$ cat src/rtl/seq_alu.sv
// Multi-cycle integer ALU: single-cycle logic/shift/compare, iterative shift-add multiply and restoring divide.
// Latency: 1 cycle for single-cycle ops and divide special cases, XLEN+1 cycles for mul/mulh/div/rem/divu/remu.
// Backpressure: result held in DONE until out_ready; in_ready only in IDLE, so at most one op is in flight.
module seq_alu #(
    parameter int XLEN = 64,
    parameter int SHW  = $clog2(XLEN)
) (
    input  logic            clk,
    input  logic            reset,
    input  logic            flush,
    input  logic            in_valid,
    output logic            in_ready,
    input  logic [XLEN-1:0] X,
    input  logic [XLEN-1:0] Y,
    input  logic [3:0]      OP,
    output logic            out_valid,
    input  logic            out_ready,
    output logic [XLEN-1:0] OUTPUT,
    output logic            isEqual
);

    localparam int CW = $clog2(XLEN);
    localparam logic [XLEN-1:0] MIN_VAL = {1'b1, {(XLEN-1){1'b0}}};

    localparam logic [3:0] OP_ADD  = 4'd0;
    localparam logic [3:0] OP_SUB  = 4'd1;
    localparam logic [3:0] OP_AND  = 4'd2;
    localparam logic [3:0] OP_OR   = 4'd3;
    localparam logic [3:0] OP_XOR  = 4'd4;
    localparam logic [3:0] OP_SLL  = 4'd5;
    localparam logic [3:0] OP_SRL  = 4'd6;
    localparam logic [3:0] OP_SRA  = 4'd7;
    localparam logic [3:0] OP_MUL  = 4'd8;
    localparam logic [3:0] OP_MULH = 4'd9;
    localparam logic [3:0] OP_DIV  = 4'd10;
    localparam logic [3:0] OP_REM  = 4'd11;
    localparam logic [3:0] OP_SLT  = 4'd12;
    localparam logic [3:0] OP_SLTU = 4'd13;
    localparam logic [3:0] OP_DIVU = 4'd14;
    localparam logic [3:0] OP_REMU = 4'd15;

    typedef enum logic [1:0] {IDLE, MUL, DIV, DONE} state_t;

    state_t          state, state_n;
    logic [CW-1:0]   count, count_n;
    logic [3:0]      op_q, op_n;
    logic [XLEN-1:0] hi, hi_n;
    logic [XLEN-1:0] lo, lo_n;
    logic [XLEN-1:0] opb, opb_n;
    logic            neg, neg_n;
    logic [XLEN-1:0] out_q, out_n;
    logic            eq_q, eq_n;

    // Accept-side decode and operand magnitudes
    logic            is_mul, is_div, sgn_op, rem_op, x_neg, y_neg, last;
    logic [XLEN-1:0] x_mag, y_mag, alu_res;
    logic [SHW-1:0]  shamt;

    always_comb begin
        is_mul = (OP == OP_MUL) || (OP == OP_MULH);
        is_div = (OP == OP_DIV) || (OP == OP_REM) || (OP == OP_DIVU) || (OP == OP_REMU);
        sgn_op = (OP == OP_MULH) || (OP == OP_DIV) || (OP == OP_REM);
        rem_op = (OP == OP_REM) || (OP == OP_REMU);
        x_neg  = sgn_op && X[XLEN-1];
        y_neg  = sgn_op && Y[XLEN-1];
        x_mag  = x_neg ? (~X + 1'b1) : X;
        y_mag  = y_neg ? (~Y + 1'b1) : Y;
        last   = (count == CW'(XLEN-1));
    end

    always_comb begin
        alu_res = '0;
        shamt   = Y[SHW-1:0];
        case (OP)
            OP_ADD:  alu_res = X + Y;
            OP_SUB:  alu_res = X - Y;
            OP_AND:  alu_res = X & Y;
            OP_OR:   alu_res = X | Y;
            OP_XOR:  alu_res = X ^ Y;
            OP_SLL:  alu_res = X << shamt;
            OP_SRL:  alu_res = X >> shamt;
            OP_SRA:  alu_res = XLEN'($signed(X) >>> shamt);
            OP_SLT:  alu_res = {{(XLEN-1){1'b0}}, ($signed(X) < $signed(Y))};
            OP_SLTU: alu_res = {{(XLEN-1){1'b0}}, (X < Y)};
            default: alu_res = '0;
        endcase
    end

    // Multiply step: {hi,lo} is the accumulator, lo starts as the multiplier and shifts out LSB-first
    logic [XLEN:0]     mul_sum;
    logic [XLEN-1:0]   mul_hi, mul_lo;
    logic [2*XLEN-1:0] prod, prod_fix;

    always_comb begin
        mul_sum  = {1'b0, hi} + (lo[0] ? {1'b0, opb} : {(XLEN+1){1'b0}});
        mul_hi   = mul_sum[XLEN:1];
        mul_lo   = {mul_sum[0], lo[XLEN-1:1]};
        prod     = {mul_hi, mul_lo};
        prod_fix = neg ? (~prod + 1'b1) : prod;
    end

    // Restoring divide step: hi is the partial remainder, lo shifts dividend out and quotient in
    logic [XLEN:0]   div_sh, div_diff;
    logic            div_ok;
    logic [XLEN-1:0] div_hi, div_lo, div_res, div_fix;

    always_comb begin
        div_sh   = {hi, lo[XLEN-1]};
        div_diff = div_sh - {1'b0, opb};
        div_ok   = ~div_diff[XLEN];
        div_hi   = div_ok ? div_diff[XLEN-1:0] : div_sh[XLEN-1:0];
        div_lo   = {lo[XLEN-2:0], div_ok};
        div_res  = ((op_q == OP_REM) || (op_q == OP_REMU)) ? div_hi : div_lo;
        div_fix  = neg ? (~div_res + 1'b1) : div_res;
    end

    always_comb begin
        state_n = state;
        count_n = count;
        op_n    = op_q;
        hi_n    = hi;
        lo_n    = lo;
        opb_n   = opb;
        neg_n   = neg;
        out_n   = out_q;
        eq_n    = eq_q;
        if (flush) begin
            state_n = IDLE;
            count_n = '0;
        end else begin
            case (state)
                IDLE: begin
                    if (in_valid) begin
                        op_n    = OP;
                        eq_n    = (X == Y);
                        count_n = '0;
                        if (is_mul) begin
                            state_n = MUL;
                            hi_n    = '0;
                            lo_n    = y_mag;
                            opb_n   = x_mag;
                            neg_n   = x_neg ^ y_neg;
                        end else if (is_div) begin
                            if (Y == '0) begin
                                state_n = DONE;
                                out_n   = rem_op ? X : '1;
                            end else if (sgn_op && (X == MIN_VAL) && (Y == '1)) begin
                                state_n = DONE;
                                out_n   = rem_op ? '0 : MIN_VAL;
                            end else begin
                                state_n = DIV;
                                hi_n    = '0;
                                lo_n    = x_mag;
                                opb_n   = y_mag;
                                neg_n   = rem_op ? x_neg : (x_neg ^ y_neg);
                            end
                        end else begin
                            state_n = DONE;
                            out_n   = alu_res;
                        end
                    end
                end
                MUL: begin
                    hi_n    = mul_hi;
                    lo_n    = mul_lo;
                    count_n = count + 1'b1;
                    if (last) begin
                        state_n = DONE;
                        count_n = '0;
                        out_n   = (op_q == OP_MULH) ? prod_fix[2*XLEN-1:XLEN] : prod_fix[XLEN-1:0];
                    end
                end
                DIV: begin
                    hi_n    = div_hi;
                    lo_n    = div_lo;
                    count_n = count + 1'b1;
                    if (last) begin
                        state_n = DONE;
                        count_n = '0;
                        out_n   = div_fix;
                    end
                end
                DONE: begin
                    if (out_ready) state_n = IDLE;
                end
                default: state_n = IDLE;
            endcase
        end
    end

    always_ff @(posedge clk or posedge reset) begin
        if (reset) begin
            state <= IDLE;
            count <= '0;
            op_q  <= '0;
            hi    <= '0;
            lo    <= '0;
            opb   <= '0;
            neg   <= 1'b0;
            out_q <= '0;
            eq_q  <= 1'b0;
        end else begin
            state <= state_n;
            count <= count_n;
            op_q  <= op_n;
            hi    <= hi_n;
            lo    <= lo_n;
            opb   <= opb_n;
            neg   <= neg_n;
            out_q <= out_n;
            eq_q  <= eq_n;
        end
    end

    assign in_ready  = (state == IDLE);
    assign out_valid = (state == DONE);
    assign OUTPUT    = out_q;
    assign isEqual   = eq_q;

endmodule
$ cat config.mk
export PLATFORM = sky130hd
export DESIGN_NAME = seq_alu
export DESIGN_NICKNAME = d
export VERILOG_FILES = /design/src/rtl/seq_alu.sv
export SDC_FILE = /design/constraint.sdc
export NUM_CORES = 2
export LEC_CHECK = 0
export ABC_AREA = 0
export CORE_MARGIN = 3
export CORE_UTILIZATION = 30
export DETAILED_ROUTE_END_ITERATION = 8
export GPL_ROUTABILITY_DRIVEN = 0
export PLACE_DENSITY_LB_ADDON = 0.12
export SLEW_MARGIN = 20
export SYNTH_ARGS = -nofsm -noshare
export SYNTH_HDL_FRONTEND = slang
export SYNTH_SLANG_ARGS = --single-unit
$ cat constraint.sdc
create_clock -name clk -period 8.6 [get_ports clk]
set_input_delay 1.29 -clock clk [delete_from_list [all_inputs] [get_ports clk]]
set_output_delay 1.29 -clock clk [all_outputs]
set_load 0.005 [all_outputs]
==> out/results.ini <==
[power_and_ir_drop]
finalPower_uw=16200
peakVddDrop_uv=236
p_per_area_nw_per_um2=288
p_leak_uw=0.0226

[status]
outcome=finished clean

[layout]
drive_gt1_share_pct=5.46
fin_nets=7886
stdcell_count=9648
finalCoreUtilization_pct=33.5
stdcell_area_sq_um=56200
area_growth_pct=10.3
fillCellCount=18400

[timing]
setup_viol=0
hold_violations=0
finalClockSkew_ps=30.7
fin_crit_ps=7510
slew_violations=0
slew_headroom_pct=7.19
rsz0062_at_grt=no
fmax_ghz=0.133
tightestPinTransition_ps=1380
fin_tns_setup_ps=0
period_share_pct=87.3

[synth]
ys_top_cells_by_count=nand2_1, nor2_1, o21ai_0
syn_area_sq_um=50900
yosysUniqueCellTypes=96
synth_edf_count=0
synthesis.area_per_instance_sq_um=6.70
async_reset_ff_share_pct=100
ys_top_cells_by_area=dfrtp_1, ha_1, o21ai_0
netlist_instances=7601
ys.flop_type=dfrtp_1
syn_nets=8073
yosys.area.top_type_share_pct=13.3
yosysWarnings=0
synth-seq-area-share_pct=13.3
synth.most_common_cell=nand2_1
synth_seq_cells=270
yosys.area.top_type=dfrtp_1

[worst_setup_path]
reg2reg_setup_slack_ps=1090
worst_ep_required_time_ps=9080
critPathLaunch=lo[63]
reg2reg_depth=20
endpoint_kind=flip-flop
worstPathArrival_ps=7990
cp-start-kind=flip-flop
worst-path-max-fanout=28
reg2reg_to=OUTPUT[49]
crit_end=OUTPUT[49]
path_class=reg2reg
regToRegStartpoint=lo[63]

[global_routing]
grt_pass1_wl_microns=423000
grt_overflow=0
antenna_found_initial=13
grt_max_degree=161
grt_pass1_vias=56700
grt_use_total_pct=32.8

[drt]
wire_per_inst_microns=31.3
dr.first_iter.drc_count=8438
drt.antenna.violating_nets=0
drc=0
dr.pass1.iters=9
via_count=61600
routed_wl_microns=302000
viasPerCell=6.38

[floorplanning]
initial_utilization_pct=30.3
dieArea_sq_um=175000
core_sq_um=168000
die_w_microns=418
die_h_microns=418
row_count=150
top_level_ports=204

[clock_network]
clockBufferDepth=3
hold_buffers=0
htree_num_levels=1
cts_tree=built
worstSkewPairLatency_ps=650
cts_made_buffers=31
clkSinkCount=270
cts_root_buf=clkbuf_16
cts_resized=0
post-cts-setup-buffers=0
path_clk_slew_ps=70

[job]
max-cap-violations=0

[min_path]
hold_class=reg2reg

[place]
place_area_sq_um=55000
dpl.hpwl_microns=238000
dp.cells=9584
port_buffers=203

==> how the worst min path moves through the flow <==
stage | startpoint | to | slack [ps] | cells past startpoint
floorplan | count[2] | count[2] | 460 | 1
global placement | OUTPUT[7] | OUTPUT[7] | 470 | 2
detailed placement | OUTPUT[9] | OUTPUT[9] | 470 | 2
CTS | OUTPUT[9] | OUTPUT[9] | 490 | 2
global route | OUTPUT[12] | OUTPUT[12] | 520 | 2
finish | OUTPUT[9] | OUTPUT[9] | 480 | 2
==> state kept, by name, indices dropped and copies added, names as in the netlist <==
signal / count
neg: 1
hi: 64
count: 6
OUTPUT: 64
isEqual: 1
state: 2
opb: 64
lo: 64
op_q: 4
==> per-stage QoR <==
step	worst slack [ps]	hold WS [ps]
6_report	1090	481
5_1_grt	599	521
4_1_cts	1290	488
3_5_place_dp	703	474
3_3_place_gp	755	469
2_1_floorplan	1460	457
==> layer usage <==
layer	routed length [microns]	share of wire [%]	up-vias	global-route usage [%]
met2	129000	43	3701	50.5
met5	90	0.030	-	0
met3	27500	9.1	742	5.10
met1	121000	40	29700	42.9
li1	-	-	27400	-
met4	23500	7.8	14	20.3
==> cell families after synthesis <==
logic type                 share of synthesized area (%)
DFF                                                 13.3
xor gates and xnor gates                            7.05
and+or+nand+nor                                     23.6
buffers and inverters                               6.80
muxes                                               7.60
adders and majority gates                           8.29
AOI/OAI and AO/OA                                   33.4
==> cells in the final DEF (no fill, tap or decap), types with 46 or more instances in the layout <==
master / Yosys / routed
a211oi_1: 81 / 80
o21ai_0: 770 / 767
and2_1: 96 / 96
o22ai_1: 50 / 50
nand2_1: 912 / 909
and3_1: 62 / 60
or3_1: 47 / 46
a21o_1: 85 / 84
nor3_1: 168 / 161
nand4_1: 100 / 100
a22oi_1: 102 / 102
inv_1: 313 / 309
o211ai_1: 90 / 90
mux2i_1: 298 / 298
o31ai_1: 150 / 150
o21bai_1: 69 / 69
nand3_1: 139 / 137
a21oi_1: 672 / 670
clkdlybuf4s50_1: 0 / 196
o221ai_1: 47 / 47
a221o_1: 72 / 72
a31oi_1: 100 / 99
xnor2_1: 264 / 264
nor2_1: 816 / 812
a221oi_1: 79 / 79
dfrtp_1: 270 / 268
nor4_1: 69 / 67
buf_4: 0 / 170
ha_1: 331 / 328
xor2_1: 146 / 146
==> worst max-delay path: stages (launching register included) <==
cell       delay [ps]
dfrtp_1           590
inv_1             190
ha_1              190
inv_1              60
fa_1              420
a211oi_1          500
o211ai_1          230
nand3_1           280
a21bo_2           230
a2111oi_0         130
o211ai_1          760
buf_4             460
mux2i_1           160
a211oi_1          230
nand4_1           340
nor2_1            680
nand4_1           690
nand3_1           290
o21ai_0           100
a2111oi_0         620
o21ai_0           180
==> power by group <==
group          total, uW  switching, uW  leakage, uW  internal [uW]
registers           2900           1130      0.00345           1770
clock network       1570            665     0.000545            909
logic              11700           7860       0.0186           3830
==> layout make-up <==
| type | count | area [sq um] | area share [%] |
|---|---|---|---|
| Tap cell | 2204 | 2760 | 4.91 |
| Multi-Input combinational cell | 6413 | 40900 | 72.8 |
| Timing Repair Buffer | 377 | 3380 | 6.01 |
| Inverter | 321 | 1220 | 2.17 |
| Clock inverter | 18 | 294 | 0.523 |
| Clock buffer | 40 | 850 | 1.51 |
| Antenna cell | 5 | 12.5 | 0.0223 |
| Sequential cell | 270 | 6760 | 12.0 |
(Power assumes the default switching activity.)
